==> src/rtl/multicycle_controller.sv <==
// Multi-cycle sequencer for the 19-bit datapath.
// Fetch/decode/exec/mem/wb with ack timeouts.
module multicycle_controller #(
  parameter int ACK_TIMEOUT = 16
) (
  input  logic        clock,
  input  logic        reset_n,
  input  logic [18:0] instr_in,
  input  logic        instr_ack,
  input  logic        data_ack,
  input  logic        zero_flag,
  input  logic        carry_flag,
  output logic        instr_req,
  output logic        ir_load,
  output logic        enablePC,
  output logic [1:0]  pcSelect,
  output logic        regWrite,
  output logic [1:0]  selectToWrite,
  output logic        selectR2,
  output logic        selectAluArg,
  output logic [2:0]  ALUfunction,
  output logic [1:0]  sh_roFunction,
  output logic        enableZero,
  output logic        enableCarry,
  output logic        memRead,
  output logic        memWrite,
  output logic        illegal,
  output logic        bus_error,
  output logic [2:0]  state
);

  localparam int CW =
    (ACK_TIMEOUT > 1) ? $clog2(ACK_TIMEOUT + 1) : 1;
  localparam logic [CW-1:0] TO = CW'(ACK_TIMEOUT);

  typedef enum logic [2:0] {
    S_INIT   = 3'd0,
    S_FETCH  = 3'd1,
    S_DECODE = 3'd2,
    S_EXEC   = 3'd3,
    S_MEM    = 3'd4,
    S_WB     = 3'd5
  } state_t;

  typedef enum logic [2:0] {
    C_ALU,
    C_SH,
    C_LDM,
    C_STM,
    C_BR,
    C_JMP,
    C_ILL
  } cls_t;

  state_t        cur;
  state_t        nxt;
  cls_t          cls;
  logic [18:0]   ir;
  logic [CW-1:0] cnt;
  logic [4:0]    op;
  logic          ack;
  logic          waiting;
  logic          timeout;
  logic          taken;

  assign op      = ir[18:14];
  assign waiting = (cur == S_FETCH) || (cur == S_MEM);
  assign ack     = (cur == S_FETCH) ? instr_ack : data_ack;
  // ack in the expiry cycle wins over the timeout
  assign timeout = (ACK_TIMEOUT != 0) && waiting &&
                   !ack && (cnt == TO);
  assign state   = cur;

  // classify the latched opcode
  always_comb begin
    cls = C_ILL;
    casez (op)
      5'b0????: cls = C_ALU;
      5'b110??: cls = C_SH;
      5'b10000: cls = C_LDM;
      5'b10001: cls = C_STM;
      5'b101??: cls = C_BR;
      5'b11100: cls = C_JMP;
      default:  cls = C_ILL;
    endcase
  end

  // branch condition on the live flags
  always_comb begin
    taken = 1'b0;
    case (op[1:0])
      2'b00: taken = zero_flag;
      2'b01: taken = ~zero_flag;
      2'b10: taken = carry_flag;
      2'b11: taken = ~carry_flag;
      default: taken = 1'b0;
    endcase
  end

  // next state and all control outputs
  always_comb begin
    nxt           = cur;
    instr_req     = 1'b0;
    ir_load       = 1'b0;
    enablePC      = 1'b0;
    pcSelect      = 2'b00;
    regWrite      = 1'b0;
    selectToWrite = 2'b00;
    selectR2      = 1'b0;
    selectAluArg  = 1'b0;
    ALUfunction   = 3'b000;
    sh_roFunction = 2'b00;
    enableZero    = 1'b0;
    enableCarry   = 1'b0;
    memRead       = 1'b0;
    memWrite      = 1'b0;
    illegal       = 1'b0;
    bus_error     = 1'b0;

    if (cur == S_DECODE || cur == S_EXEC ||
        cur == S_MEM || cur == S_WB) begin
      case (cls)
        C_ALU: begin
          ALUfunction  = op[2:0];
          selectAluArg = ~op[3];
          selectR2     = 1'b1;
        end
        C_SH: begin
          sh_roFunction = op[1:0];
          selectToWrite = 2'b01;
        end
        C_LDM: selectToWrite = 2'b10;
        default: ;
      endcase
    end

    case (cur)
      S_INIT: nxt = S_FETCH;
      S_FETCH: begin
        if (timeout) begin
          bus_error = 1'b1;
          nxt       = S_FETCH;
        end else begin
          instr_req = 1'b1;
          if (instr_ack) begin
            ir_load = 1'b1;
            nxt     = S_DECODE;
          end
        end
      end
      S_DECODE: nxt = S_EXEC;
      S_EXEC: begin
        nxt = S_FETCH;
        case (cls)
          C_ALU: begin
            regWrite    = 1'b1;
            enableZero  = 1'b1;
            enableCarry = 1'b1;
            enablePC    = 1'b1;
          end
          C_SH: begin
            regWrite = 1'b1;
            enablePC = 1'b1;
          end
          C_BR: begin
            enablePC = 1'b1;
            pcSelect = taken ? 2'b01 : 2'b00;
          end
          C_JMP: begin
            enablePC = 1'b1;
            pcSelect = 2'b10;
          end
          C_LDM, C_STM: nxt = S_MEM;
          default: begin
            illegal  = 1'b1;
            enablePC = 1'b1;
          end
        endcase
      end
      S_MEM: begin
        if (timeout) begin
          bus_error = 1'b1;
          enablePC  = 1'b1;
          nxt       = S_FETCH;
        end else if (cls == C_LDM) begin
          memRead = 1'b1;
          if (data_ack) nxt = S_WB;
        end else begin
          memWrite = 1'b1;
          if (data_ack) begin
            enablePC = 1'b1;
            nxt      = S_FETCH;
          end
        end
      end
      S_WB: begin
        regWrite = 1'b1;
        enablePC = 1'b1;
        nxt      = S_FETCH;
      end
      default: nxt = S_INIT;
    endcase
  end

  // state, IR and ack-wait counter
  always_ff @(posedge clock or negedge reset_n) begin
    if (!reset_n) begin
      cur <= S_INIT;
      ir  <= '0;
      cnt <= '0;
    end else begin
      cur <= nxt;
      if (ir_load) ir <= instr_in;
      if (nxt != cur || timeout)
        cnt <= '0;
      else if (waiting && !ack && ACK_TIMEOUT != 0)
        cnt <= cnt + CW'(1);
    end
  end

endmodule

==> config.mk <==
export PLATFORM = sky130hd
export DESIGN_NAME = multicycle_controller
export DESIGN_NICKNAME = d
export VERILOG_FILES = /design/src/rtl/multicycle_controller.sv
export SDC_FILE = /design/constraint.sdc
export NUM_CORES = 1
export LEC_CHECK = 0
export CAP_MARGIN = 20
export CORE_ASPECT_RATIO = 1.1
export CORE_UTILIZATION = 30
export DETAILED_ROUTE_END_ITERATION = 12
export DONT_BUFFER_PORTS = 1
export GPL_TIMING_DRIVEN = 0
export SYNTH_ARGS = -nofsm -noshare
export SYNTH_HDL_FRONTEND = slang
export SYNTH_SLANG_ARGS = --single-unit
==> constraint.sdc <==
create_clock -name clock -period 3.02 [get_ports clock]
set_input_delay 0.453 -clock clock [delete_from_list [all_inputs] [get_ports clock]]
set_output_delay 0.453 -clock clock [all_outputs]
set_load 0.03 [all_outputs]
==> parameters.txt, run 1 <==
Parameter                              Value

Run status
  Run status ... finished, final reports clean

Cells and area
  Fin nets ... roughly 130
  Share of cells above drive strength 1 ... 19.2%
  Synth-to-layout area growth ... 9.99%
  Antenna cell count ... 0
  Layout Cell Area excl Fill ... 965 um2

Clock network
  Max Buffers Root-to-Sink ... 2
  CTS Root Buffer Type ... clkbuf_4
  Post-CTS repair timing setup buffer count ... 0
  Cts bufs inserted ... 3
  Insertion delay to the later sink of the worst-skew pair ... between 0.2 and 0.3 ns
  Clock-pin slew of the registers on the worst-case setup and hold paths ... 0.08 ns
  Clock tree from TritonCTS ... built
  H-tree levels ... 1
  Number of sinks on the clock net ... 13

Routing
  Initial drt markers ... 4
  Via count ... 707
  Routed length per placed instance ... 13.5 um
  Vias per inst ... 5.16
  Count of antenna-violating nets left after detailed routing ... 0
  Detailed Route WL ... 1850 um
  Count of TritonRoute iterations in the first routing pass ... 5
  Post-detailed-route DRC marker count ... 0

Synth
  Total of warnings raised by yosys ... 0
  Number of distinct library cell variants in the gate-level netlist after synthesis ... 35
  Area share of the largest cell type after synthesis ... 37.1%
  Dominant register cell in the synthesized netlist ... dfrtp_1
  Area of the mapped netlist ... 877 um2
  Commonest cells in the synthesized netlist ... nor2_1, dfrtp_1, and2_1, nand2_1
  Part of the Yosys area used for sequential elements ... 37.1%
  Number of synthesized flops with an enable pin ... 0
  Share of synthesized registers carrying an async set or reset ... 100%
  Mean post-synth cell area ... approximately 9 um2
  Syn nets ... 124
  Cell type with the largest total area after synthesis ... dfrtp_1
  Ranking of synthesized cells by area ... dfrtp_1, mux2_2, nor2_1, and2_1, nand2b_1
  Flip-flop and latch count after synthesis ... 13
  Count leader, synth ... nor2_1
  Number of cells produced by synthesis ... 97

Floorplanning
  Core ar. ... between 2000 and 3000 um2
  Width of the die ... ~54 um
  Row cnt ... 20
  Die outline height ... 58.7 um
  Die footprint ... between 3000 and 4000 um2
  Top-level I/O count ... between 40 and 50
  Starting density of the core ... 31.6%

Worst setup path
  Crit-path max FO ... 10
  Start-to-end type of the worst setup path ... reg -> out
  Worst path cell trace ... clkbuf_8 -> nor2_1 -> a21oi_1 -> nor2_1 -> nor4_1 -> buf_2
  Slowest stage cell, crit path ... dfrtp_1
  Sort of element at the end of the critical path ... primary output
  Path length in cells of the critical path ... 6
  Startpoint types ... flop
  Delay contributed by the slowest stage of the critical path ... 0.62 ns
  Worst path most repeated cell ... nor2_1
  Arrival time at the worst endpoint ... 2.36 ns
  Worst Reg-to-Reg Cells ... 4
  Data required time at the worst endpoint ... 2.57 ns
  Buffers & Inverters on Critical Path ... 2
  Top delay family on crit path ... flip-flops

Power
  Max VDD drop ... 0.291 mV
  Power after layout ... 0.000970 W
  Leakage Power ... 0.415 nW
  Areal power density over the cells ... 1010 nW/um2

Timing
  RSZ-0062 raised after global routing ... no
  Total count of hold-check failures in the final report ... 0
  Post-layout minimum cycle time ... 2.81 ns
  Crit path setup slack, layout ... between 0.2 and 0.25 ns
  Final worst-path cycle share ... a little over 90%
  Clock skew ... 0.00856 ns
  Tightest Pin Transition ... 0.912 ns
  Maximum frequency from static timing analysis ... 356 MHz
  Number of slew-limit violations in the final report ... 0
  Relative slew margins ... 38.7%
  Final setup violation count ... 0

Placed design
  Count of buffers from port buffering ... 0
  Detailed placer's ending HPWL ... 1440 um
  Gp weighted congestion ... 0.781
  Worst setup timing slack at the placement stage ... 0.505 ns
  Placed cell area ... 928 um2

GRT
  Vias in the first global route ... approximately 600
  Pin count of the biggest net entering global routing ... 14
  Overall Global Routing Usage ... between 10% and 20%
  Number of antenna violations at the first check in global routing ... 0
  Wire length of the first global-routing pass ... ~2800 um
  Grt ovf ... 0

Job
  Max-cap check violation count ... 0

Worst hold path
  Cell depth of the worst min-delay path ... 1
  Min-Delay Path Class ... in -> reg
-- worst register-to-register path, cell delays in order, from the launching register on --
cell and delay, ns:
dfrtp_1 0.63, nor2b_4 0.28, and3b_1 0.18, buf_2 0.28, mux2_2 0.38
-- path summary, 6_finish.rpt --
path | start | endpoint | slack (ns)
worst max-delay path | state[1] | instr_req | 0.21
worst min register to register | cnt[0] | cnt[0] | 0.50
min in group asynchronous | reset_n | cnt[1] | 0.60
max in group asynchronous | reset_n | ir[14] | 2.03
worst max register to register | state[0] | ir[16] | 1.15
worst min-delay path | instr_in[15] | ir[15] | 0.33
-- per-layer routing --
layer	track usage [%]	part of all wire, %
met5	0	0
met4	7.89	2.2
met3	3.10	4.3
met2	20.2	52
met1	14.6	42
-- area by class of cell --
type	instances	area (um2)
fillers	284	1810
multi-input cells	78	514
flip-flops and latches	13	325
well taps	33	41.3
clock buffers	4	26.3
plain buffers	3	26.3
repair buffers	3	20.0
inverters	3	11.3
-- layout by cell type, fill, tap and decap left out, types with 3 or more instances in the layout --
master    instances
nand2_1           6
xor2_1            3
nor3_1            4
mux2_2            5
clkbuf_4          3
inv_1             3
dfrtp_1          13
and2_1            6
nor2_1           15
nand3_1           5
buf_2             3
nand2b_1          5
a21oi_1           5
-- sequential cells by signal, indices dropped and copies added (netlist names) --
register	count
cnt	5
ir	5
state	3
-- through the flow --
stage / utilization (%) / hold slack [ns] / setup TNS, ns / std cells
global placement: 33.1 / 0.158 / -0.0780 / 130
global route: 34.7 / 0.311 / 0 / 137
detailed placement: 33.4 / 0.158 / 0 / 132
CTS: 34.7 / 0.318 / 0 / 137
finish: 34.7 / 0.328 / 0 / 137
floorplan: - / 0.157 / 0 / 97
-- cell families after synthesis --
group,count (synthesis),synth area share (%)
compound gates,11,7.70
xor+xnor,3,3.00
fa+ha+maj,2,2.85
buf+inv,6,4.28
flops,13,37.1
mux,6,7.56
simple gates,56,37.5
-- where the power goes --
| part | switching, W | internal (W) | total [W] |
|---|---|---|---|
| Sequential | 0.000132 | 0.000231 | 0.000362 |
| Clock | 0.0000550 | 0.0000513 | 0.000106 |
| Combinational | 0.000316 | 0.000185 | 0.000501 |
| Total | 0.000503 | 0.000467 | 0.000970 |
-- timing repair --
action | 4_1_cts | 5_1_grt
hold buffers | 1 | 0
endpoints found under the setup margin | 0 | 0
endpoints found under the hold margin | 13 | 0
gates resized for setup | 0 | 0
Power figures use the tool's default switching activity.
==> inputs of run 2 (changes only) <==
--- a/config.mk
+++ b/config.mk
@@ -11,6 +11,7 @@
 export DETAILED_ROUTE_END_ITERATION = 12
 export DONT_BUFFER_PORTS = 1
 export GPL_TIMING_DRIVEN = 0
+export SKIP_LAST_GASP = 1
 export SYNTH_ARGS = -nofsm -noshare
 export SYNTH_HDL_FRONTEND = slang
 export SYNTH_SLANG_ARGS = --single-unit
==> results of run 2 <==
No change in the layout: final DEF, timing and power equal those of run 1.
==> inputs of run 3 (changes only) <==
--- a/config.mk
+++ b/config.mk
@@ -6,11 +6,12 @@
 export NUM_CORES = 1
 export LEC_CHECK = 0
 export CAP_MARGIN = 20
-export CORE_ASPECT_RATIO = 1.1
-export CORE_UTILIZATION = 30
+export CORE_UTILIZATION = 65
 export DETAILED_ROUTE_END_ITERATION = 12
 export DONT_BUFFER_PORTS = 1
 export GPL_TIMING_DRIVEN = 0
+export PLACE_DENSITY = 0.81
+export REMOVE_ABC_BUFFERS = 1
 export SKIP_LAST_GASP = 1
 export SYNTH_ARGS = -nofsm -noshare
 export SYNTH_HDL_FRONTEND = slang
==> constraint.sdc (replaced) <==
create_clock -name clock -period 3.63 [get_ports clock]
set_input_delay 0.5445 -clock clock [delete_from_list [all_inputs] [get_ports clock]]
set_output_delay 0.5445 -clock clock [all_outputs]
set_load 0.03 [all_outputs]
==> run 3 against run 2 <==
Effect of this change: critical path depth fell by 2; flip-flop and latch count did not move; register-to-register slack better by 0.50 ns; setup slack improved by 0.59 ns; via count increased by 3.4%; wire length down 5.8%; clock skew down 0.0072 ns; final area fell by 5.2%; critical path type unchanged; critical endpoint is now ALUfunction[2]; largest cell class unchanged; largest power group unchanged.
==> parameters.txt, run 3 (synthesis results as in run 1) <==
Parameter                              Value

Worst hold path
  Source of the worst hold timing path ... instr_in[18] (was instr_in[15])
  Min-Delay Path Class ... in -> reg (unchanged)
  Cell depth of the worst min-delay path ... 1 (unchanged)

GRT
  Met1 demand-to-capacity share in global routing ... 34.2% (was 14.6%)
  Number of antenna violations at the first check in global routing ... 0 (unchanged)
  Most utilized layer in the global route result ... met2 (unchanged)
  Overall Global Routing Usage ... 26.8% (was 12.5%)
  GRT met3 Usage ... 4.05% (was 3.10%)
  GR met2 Demand/Resource ... 42.9% (was 20.2%)
  Wire length of the first global-routing pass ... 2640 um (was 2800 um)
  Pin count of the biggest net entering global routing ... 16 (was 14)
  Grt ovf ... 0 (unchanged)
  Vias in the first global route ... 634 (was 613)

Floorplanning
  Row cnt ... 12 (was 20)
  Die outline height ... 38.7 um (was 58.7 um)
  Die footprint ... 1500 um2 (was 3140 um2)
  Width of the die ... 38.7 um (was 53.6 um)
  Core ar. ... 1190 um2 (was 2780 um2)
  Starting density of the core ... 73.9% (was 31.6%)
  Top-level I/O count ... 49 (unchanged)

Worst setup path
  Sort of element at the end of the critical path ... primary output (unchanged)
  Startpoint types ... flop (unchanged)
  Worst Reg-to-Reg Cells ... 3 (was 4)
  Launch instance of the worst register-to-register path ... state[0] (unchanged)
  Worst R2R End ... ir[14] (was ir[16])
  Worst-case register-to-register setup slack ... 1.65 ns (was 1.15 ns)
  Arrival time at the worst endpoint ... 2.29 ns (was 2.36 ns)
  Critical path origin ... state[1] (unchanged)
  Start-to-end type of the worst setup path ... reg -> out (unchanged)
  CP endpoint ... ALUfunction[2] (was instr_req)
  Data required time at the worst endpoint ... 3.09 ns (was 2.57 ns)
  Crit-path max FO ... 15 (was 10)

Clock network
  H-tree levels ... 1 (unchanged)
  CTS Root Buffer Type ... clkbuf_4 (unchanged)
  Cts bufs inserted ... 3 (unchanged)
  Clock-pin slew of the registers on the worst-case setup and hold paths ... 0.07 ns (was 0.08 ns)
  Clock tree from TritonCTS ... built (unchanged)
  Number of sinks on the clock net ... 13 (unchanged)
  Post-CTS repair timing setup buffer count ... 0 (unchanged)
  Max Buffers Root-to-Sink ... 2 (unchanged)
  Insertion delay to the later sink of the worst-skew pair ... 0.27 ns (was 0.28 ns)

Timing
  Relative slew margins ... 29.8% (was 38.7%)
  Total count of hold-check failures in the final report ... 0 (unchanged)
  Aggregate negative setup slack ... 0 ns (unchanged)
  Tightest Pin Transition ... 1.05 ns (was 0.912 ns)
  RSZ-0062 raised after global routing ... no (unchanged)
  Maximum frequency from static timing analysis ... 353 MHz
  Number of slew-limit violations in the final report ... 0 (unchanged)
  Clock skew ... 0.00139 ns (was 0.00856 ns)
  Post-layout minimum cycle time ... 2.83 ns
  Final worst-path cycle share ... ~78%
  Final setup violation count ... 0 (unchanged)

Run status
  Run status ... finished, final reports clean (unchanged)

Routing
  Routed length per placed instance ... 15.1 um (was 13.5 um)
  Count of TritonRoute iterations in the first routing pass ... 4 (was 5)
  Post-detailed-route DRC marker count ... 0 (unchanged)
  Count of antenna-violating nets left after detailed routing ... 0 (unchanged)
  Vias per inst ... 6.36 (was 5.16)
  Detailed Route WL ... 1740 um (was 1850 um)
  Via count ... 731 (was 707)
  Initial drt markers ... 15 (was 4)

Cells and area
  Antenna cell count ... 0 (unchanged)
  Most common cell after layout, fill and taps aside ... nor2_1 (unchanged)
  Share of cells above drive strength 1 ... 16.8% (was 19.2%)
  Commonest non-fill, non-tap cells in the layout ... nor2_1, dfrtp_1, nand2_1, and2_1 (unchanged)
  Fin nets ... 129 (was 132)
  Synth-to-layout area growth ... 4.28% (was 9.99%)
  # fillers ... 88 (was 284)
  Post-Route Utilization ... 77.1% (was 34.7%)

Placed design
  Count of buffers from port buffering ... 0 (unchanged)
  Gp weighted congestion ... 0.694 (was 0.781)
  Detailed placer's ending HPWL ... 1300 um (was 1440 um)

Job
  Max-cap check violation count ... 0 (unchanged)

Power
  Leakage Power ... 0.398 nW (was 0.415 nW)
  Max VDD drop ... 0.531 mV (was 0.291 mV)
  Areal power density over the cells ... 858 nW/um2 (was 1010 nW/um2)
[run 3: changes by cell type in the layout (fill, tap and decap cells not counted), sizes merged]
cell | previous run | this run
buf | 4 | 2
clkbuf | 5 | 4
[run 3: final cells by class]
cell class	instances	area, um2	area share (%)
tap	14	17.5	1.92
inverter	3	11.3	1.23
sequential	13	325	35.6
clock buffer	4	26.3	2.87
timing repair buffer	3	20.0	2.19
multi-input combinational	78	514	56.2
[run 3: where the power goes]
group | switching [W] | internal, W | total, W
Clock | 0.0000430 | 0.0000426 | 0.0000856
Combinational | 0.000247 | 0.000136 | 0.000383
Sequential | 0.000124 | 0.000192 | 0.000316
Total | 0.000414 | 0.000370 | 0.000785
[run 3: per-stage QoR]
step / area, um2 / total power (W) / cells / worst slack (ns) / hold slack (ns)
2_1_floorplan: 851 / 0.000626 / 94 / 0.827 / 0.249
3_3_place_gp: 868 / 0.000675 / 108 / 0.522 / 0.249
3_5_place_dp: 878 / 0.000698 / 110 / 1.10 / 0.249
4_1_cts: 915 / 0.000788 / 115 / 0.787 / 0.410
5_1_grt: 915 / 0.000837 / 115 / 0.591 / 0.407
6_report: 915 / 0.000785 / 115 / 0.796 / 0.418
[run 3: what timing repair did]
action / in CTS / in global routing
hold buffers: 1 / 0
hold endpoints to repair: 13 / 0
gates resized for setup: 0 / 0
[run 3: worst min-delay path by stage]
stage	to	slack (ns)
after detailed placement	cnt[2]	0.25
after global placement	cnt[2]	0.25
after floorplan	cnt[0]	0.25
final	ir[18]	0.42
after global routing	ir[17]	0.41
after CTS	ir[18]	0.41
[run 3: worst max-delay path: stages, from the launching register on]
cell      delay [ns]
dfrtp_1         0.75
nand2b_1        0.14
and2_1          0.21
nor2_1          0.50
and2_1          0.40
[run 3: per-layer routing]
layer  vias up  share of wire (%)
met5         -                  0
met4         0               0.98
met3         4                6.3
met2        31                 49
met1       349                 44
li1        347                  -
==> RTL edit 1 (config.mk and constraints of run 2) <==
Change the parameter `ACK_TIMEOUT` from 16 to 32.
--- a/src/rtl/multicycle_controller.sv
+++ b/src/rtl/multicycle_controller.sv
@@ -1,7 +1,7 @@
 // Multi-cycle sequencer for the 19-bit datapath.
 // Fetch/decode/exec/mem/wb with ack timeouts.
 module multicycle_controller #(
-  parameter int ACK_TIMEOUT = 16
+  parameter int ACK_TIMEOUT = 32
 ) (
   input  logic        clock,
   input  logic        reset_n,
Formal check against the unedited RTL: same outputs for any inputs over 10 cycles, from zero or initial values and one cycle with reset_n low; that may be too few to reach the edited logic, so the function may still have changed.
==> RTL edit 1 against run 2 <==
- the run now ends with design-rule violations left
- area after synthesis grew 13%
- global-route usage is 0.059 points lower
- fmax down 5.7%
- total power grew 6.1%
- non-clock buffer count up 1
- cell area is 16% higher
- wire length up 14%
- critical path depth decreased by 1
- synthesized cell count up 18%
- sequential cell count grew 1
- setup slack got worse by 0.17 ns
- sequential share of layout area decreased by 2.3 points
- critical path type unchanged
- largest cell class unchanged
==> RTL edit 1: results (changes against run 2) <==
** Placed design
- Total cell area at the placement stage :: 1035 um2 (was 928.4 um2)
- Total half-perimeter wirelength after legalization and detailed placement :: 1677 um (was 1443 um)
- Setup slack at placement :: -0.1152 ns (was 0.5046 ns)
- Routability Congestion :: 0.8487 (was 0.7814)

** GRT
- Met1 Use GR :: 15.51% (was 14.59%)
- The global-route met2 utilization is 19.79% (was 20.18%).
- Global-route wire length before repair :: 3443 um (was 2801 um)
- Overall Global Routing Usage :: 12.47% (was 12.53%)
- The via count of the first global-routing pass was 764 (was 613).
- The met3 routing resource usage after global routing came to 4.583% (was 3.101%).

** Detailed routing
- The routed length on met3 is 121 um (was 79 um).
- The wire length on met2 is 1049 um (was 957 um).
- Via count of the routed design :: 851 (was 707)
- The detailed-route DRC error count was 4 (was 0).

** Run status
- Violations in the final reports :: design-rule violations
- Status :: finished with violations (was completed)

** Power and ir drop
- Leakage Power :: 0.4375 nW (was 0.4150 nW)
- Worst voltage drop across the vdd grid :: 0.2673 mV (was 0.2905 mV)

** Min path
- Hold path startpoint :: instr_in[17] (was instr_in[15])

** Worst setup path
- Delay-heaviest family, CP :: compound AO/OA/AOI/OAI gates (was flip-flops)
- The depth of the worst register-to-register path came to 5 (was 4).
- Slowest-stage cell, CP :: sky130_fd_sc_hd__a2111oi_4 (was sky130_fd_sc_hd__dfrtp_1)
- Launch point of the worst path :: state[2] (was state[1])

** Timing
- Measured slew at the worst slew-check pin :: 0.8893 ns (was 0.9121 ns)
- The worst clock skew on the final layout came to 0.006529 ns (was 0.008563 ns).
- Final worst setup slack :: 0.03724 ns (was 0.2074 ns)
- The worst-case hold slack came to 0.3334 ns (was 0.3277 ns).

** Layout
- The multi-input gate share of total cell area is 55.04% (was 53.31%).
- The layout cell share with drive strength beyond 1 is 19.17% (was 19.23%).
- The flip-flop and latch area was 350.3 um2 (was 325.3 um2).
- The total of plain and repair buffers excluding clock buffers is 7 (was 6).
- Count of multi-input gates :: 88 (was 78)
- Invs w/o clock :: 7 (was 3)
- Area Overhead vs Synth :: 13.05% (was 9.986%)

** Logic synthesis
- Most common library cells after synthesis :: sky130_fd_sc_hd__dfrtp_1, sky130_fd_sc_hd__nor2_1, sky130_fd_sc_hd__inv_1 (was sky130_fd_sc_hd__nor2_1, sky130_fd_sc_hd__dfrtp_1, sky130_fd_sc_hd__and2_1, sky130_fd_sc_hd__nand2_1)
-- RTL edit 1: cell types whose count changed after synthesis, sizes merged, moves of 2 or more --
| cell | run 2 | this run |
|---|---|---|
| and4 | 0 | 2 |
| a221oi | 0 | 2 |
| or3b | 0 | 2 |
| o21ai | 2 | 6 |
| inv | 3 | 7 |
| nor2 | 15 | 11 |
| xor2 | 3 | 1 |
| or3 | 1 | 6 |
| clkbuf | 1 | 3 |
| xnor2 | 0 | 2 |
-- RTL edit 1: kinds of logic after synthesis --
family	share of synthesized area, %
xor+xnor	2.662
simple gates	31.18
buf+inv	5.704
fa+ha+maj	2.534
mux	7.731
flops	35.49
compound gates	14.70
-- RTL edit 1: report_power, final --
| group | leakage (nW) | switching, mW | total [mW] | internal [mW] |
|---|---|---|---|---|
| clock network | 0.0210 | 0.0545 | 0.128 | 0.0732 |
| logic | 0.237 | 0.380 | 0.563 | 0.183 |
| registers | 0.179 | 0.102 | 0.338 | 0.236 |
==> RTL edit 2 (flow settings as in run 2) <==
Made on the original files. Put a register stage on the output `bus_error`. The value now appears one clock later. The other outputs are not delayed to match.
--- a/src/rtl/multicycle_controller.sv
+++ b/src/rtl/multicycle_controller.sv
@@ -52,6 +52,8 @@
     C_ILL
   } cls_t;
 
+  logic bus_error_d;
+
   state_t        cur;
   state_t        nxt;
   cls_t          cls;
@@ -115,7 +117,7 @@
     memRead       = 1'b0;
     memWrite      = 1'b0;
     illegal       = 1'b0;
-    bus_error     = 1'b0;
+    bus_error_d   = 1'b0;
 
     if (cur == S_DECODE || cur == S_EXEC ||
         cur == S_MEM || cur == S_WB) begin
@@ -138,7 +140,7 @@
       S_INIT: nxt = S_FETCH;
       S_FETCH: begin
         if (timeout) begin
-          bus_error = 1'b1;
+          bus_error_d = 1'b1;
           nxt       = S_FETCH;
         end else begin
           instr_req = 1'b1;
@@ -179,7 +181,7 @@
       end
       S_MEM: begin
         if (timeout) begin
-          bus_error = 1'b1;
+          bus_error_d = 1'b1;
           enablePC  = 1'b1;
           nxt       = S_FETCH;
         end else if (cls == C_LDM) begin
@@ -218,5 +220,9 @@
     end
   end
 
+  always_ff @(posedge clock) begin
+    bus_error <= bus_error_d;
+  end
+
 endmodule
 
Formal check against the unedited RTL: no difference found for any inputs over 10 cycles, from zero or initial values and one cycle with reset_n low; that may be too few to reach the edited logic, so the function may still have changed.
==> RTL edit 2 against run 2 <==
- worst hold slack worse by 0.0016 ns
- final cell count is 4.4% lower
- total power rose by 4.7%
- wire length fell by 0.49%
- setup slack improved by 0.21 ns
- cell area increased by 3.6%
- fmax increased by 8.3%
- area after synthesis grew 4.0%
- sequential cell count increased by 1
- via count is 2.1% lower
- first-iteration DRC count rose to 4.8 times the old value
- count of clock-buffer cells in the layout unchanged
- critical path type unchanged
- largest cell class unchanged
- largest power group unchanged
==> RTL edit 2: results (changes against run 2) <==
** Placed design
- The weighted congestion at the end of routability-driven global placement is 0.7385 (was 0.7814).
- Total half-perimeter wirelength after legalization and detailed placement :: 1445 um (was 1443 um)

** Worst setup path
- Capture instance of the worst register-to-register path :: ir[15] (was ir[16])
- Register-to-register setup slack :: 1.24 ns (was 1.15 ns)
- Slowest-stage cell, CP :: sky130_fd_sc_hd__nor3_1 (was sky130_fd_sc_hd__dfrtp_1)
- The end point of the critical path is pcSelect[0] (was instr_req).
- Depth of the worst register-to-register path :: 4 (unchanged)
- The critical path's largest stage delay came to 0.74 ns (was 0.62 ns).

** GRT
- Vias in the first global route :: 653 (was 613)
- The overall routing resource usage came to 11.96% (was 12.53%).
- The wire length of the first global-routing pass is 2918 um (was 2801 um).

** Floorplanning
- The area of the core region was 2828 um2 (was 2778 um2).

** Logic synthesis
- Most common library cells after synthesis: sky130_fd_sc_hd__dfrtp_1, sky130_fd_sc_hd__nor2_1, sky130_fd_sc_hd__mux2_2 (was sky130_fd_sc_hd__nor2_1, sky130_fd_sc_hd__dfrtp_1, sky130_fd_sc_hd__and2_1, sky130_fd_sc_hd__nand2_1).
- FFs w/ async S/R, synth :: 92.86% (was 100.0%)
- The proportion of synthesized chip area in sequential cells came to 37.86% (was 37.09%).
- Synthesized netlist net count :: 118 (was 124)
- The number of distinct library cells after synthesis came to 40 (was 35).
- Cell types occupying the most area after synthesis: sky130_fd_sc_hd__dfrtp_1, sky130_fd_sc_hd__mux2_2, sky130_fd_sc_hd__nor2_1 (unchanged).

** Layout
- Fill cells :: 305 (was 284)
- The layout cell share with drive strength beyond 1 came to 23.47% (was 19.23%).
- The final-stage net count came to 126 (was 132).

** Run status
- Status :: completed (unchanged)

** Detailed routing
- Via count of the routed design :: 692 (was 707)
- Routed WL :: 1841 um (was 1850 um)
- The count of TritonRoute iterations in the first routing pass came to 4 (was 5).
- DRC marker count from the first detailed-route iteration :: 19 (was 4)

** Power and ir drop
- The worst-case vdd ir drop was 0.4354 mV (was 0.2905 mV).
- Leakage Power :: 0.4104 nW (was 0.4150 nW)

** Clock network
- At the later pin of the worst-skew pair, clock insertion delay measures 0.27 ns.
- Buffer depth of the longest clock path :: 2 (unchanged)
- The number of buffers created by CTS was 3 (unchanged).
- The number of levels the H-tree was split into was 1 (unchanged).
- Clock-pin slew of the registers on the worst-case setup and hold paths :: 0.08 ns (about the same)

** Timing
- The worst clock skew on the final layout is 0.004823 ns (was 0.008563 ns).
- Slew Limit Headroom :: 36.07% (was 38.73%)
## RTL edit 2: changes by cell type after synthesis, moves of 3 or more
cell / delta
sky130_fd_sc_hd__a21oi_1: -4
sky130_fd_sc_hd__nand2b_1: -3
sky130_fd_sc_hd__nor2_1: -8
sky130_fd_sc_hd__nor3b_1: +3
## RTL edit 2: layout make-up
class                      count  area (um2)  share of cell area, %
multi-input combinational     69       525.5                  52.57
sequential                    14       345.3                  34.54
tap                           33       41.29                  4.130
buffer                         5       30.03                  3.004
clock buffer                   4       26.28                  2.628
timing repair buffer           3       20.02                  2.003
inverter                       3       11.26                  1.126
## RTL edit 2: cells by family after synthesis
group	after synthesis	synth area share, %
compound gates	10	8.368
xor+xnor	5	4.802
fa+ha+maj	2	2.743
buf+inv	8	4.526
flops	14	37.86
mux	7	8.504
simple gates	45	33.19
## RTL edit 2: worst min path at each step
| stage | from | slack [ns] | end |
|---|---|---|---|
| 3_5_place_dp | reset_n | 0.16 | cnt[1] |
| 2_1_floorplan | reset_n | 0.16 | cnt[0] |
| 6_report | instr_in[16] | 0.33 | ir[16] |
| 4_1_cts | instr_in[16] | 0.31 | ir[16] |
| 3_3_place_gp | reset_n | 0.16 | cnt[4] |
| 5_1_grt | instr_in[16] | 0.30 | ir[16] |
## RTL edit 2: routing by layer
metal	wire [um]	vias up	track usage [%]
li1	-	342	-
met1	771	329	15.36
met2	909	21	19.34
met3	160	0	4.835
met4	0	0	1.099
met5	0	-	0
## RTL edit 2: report_power, final
| part | total (mW) | leakage [nW] | internal [mW] | switching (mW) |
|---|---|---|---|---|
| Clock | 0.108 | 0.0150 | 0.0512 | 0.0566 |
| Sequential | 0.366 | 0.172 | 0.244 | 0.122 |
| Combinational | 0.542 | 0.223 | 0.202 | 0.340 |
| Total | 1.02 | 0.410 | 0.498 | 0.518 |
## RTL edit 2: critical path, delay by kind of cell (launching register included)
family	cells	cell delay (ns)
AND/OR/NAND/NOR	3	1.08
flip-flops	1	0.53
buffers and inverters	1	0.26
## RTL edit 2: timing repair
item / in CTS / in global routing
hold buffers: 1 / 0
resized for setup: 0 / 0
endpoints found under the hold margin: 13 / 0
## RTL edit 2: per-stage QoR
step                      cell area [um2]  hold WS (ns)  utilization, %  instances  setup slack (ns)
after global placement              953.4        0.1579           33.72        124            0.4173
after global routing                999.7        0.3038           35.35        131            0.2709
after CTS                           999.7        0.3139           35.35        131            0.3872
final                               999.7        0.3261           35.35        131            0.4221
after floorplan                     912.1        0.1574               -         91            0.5866
after detailed placement            963.4        0.1577           34.07        126            0.7073
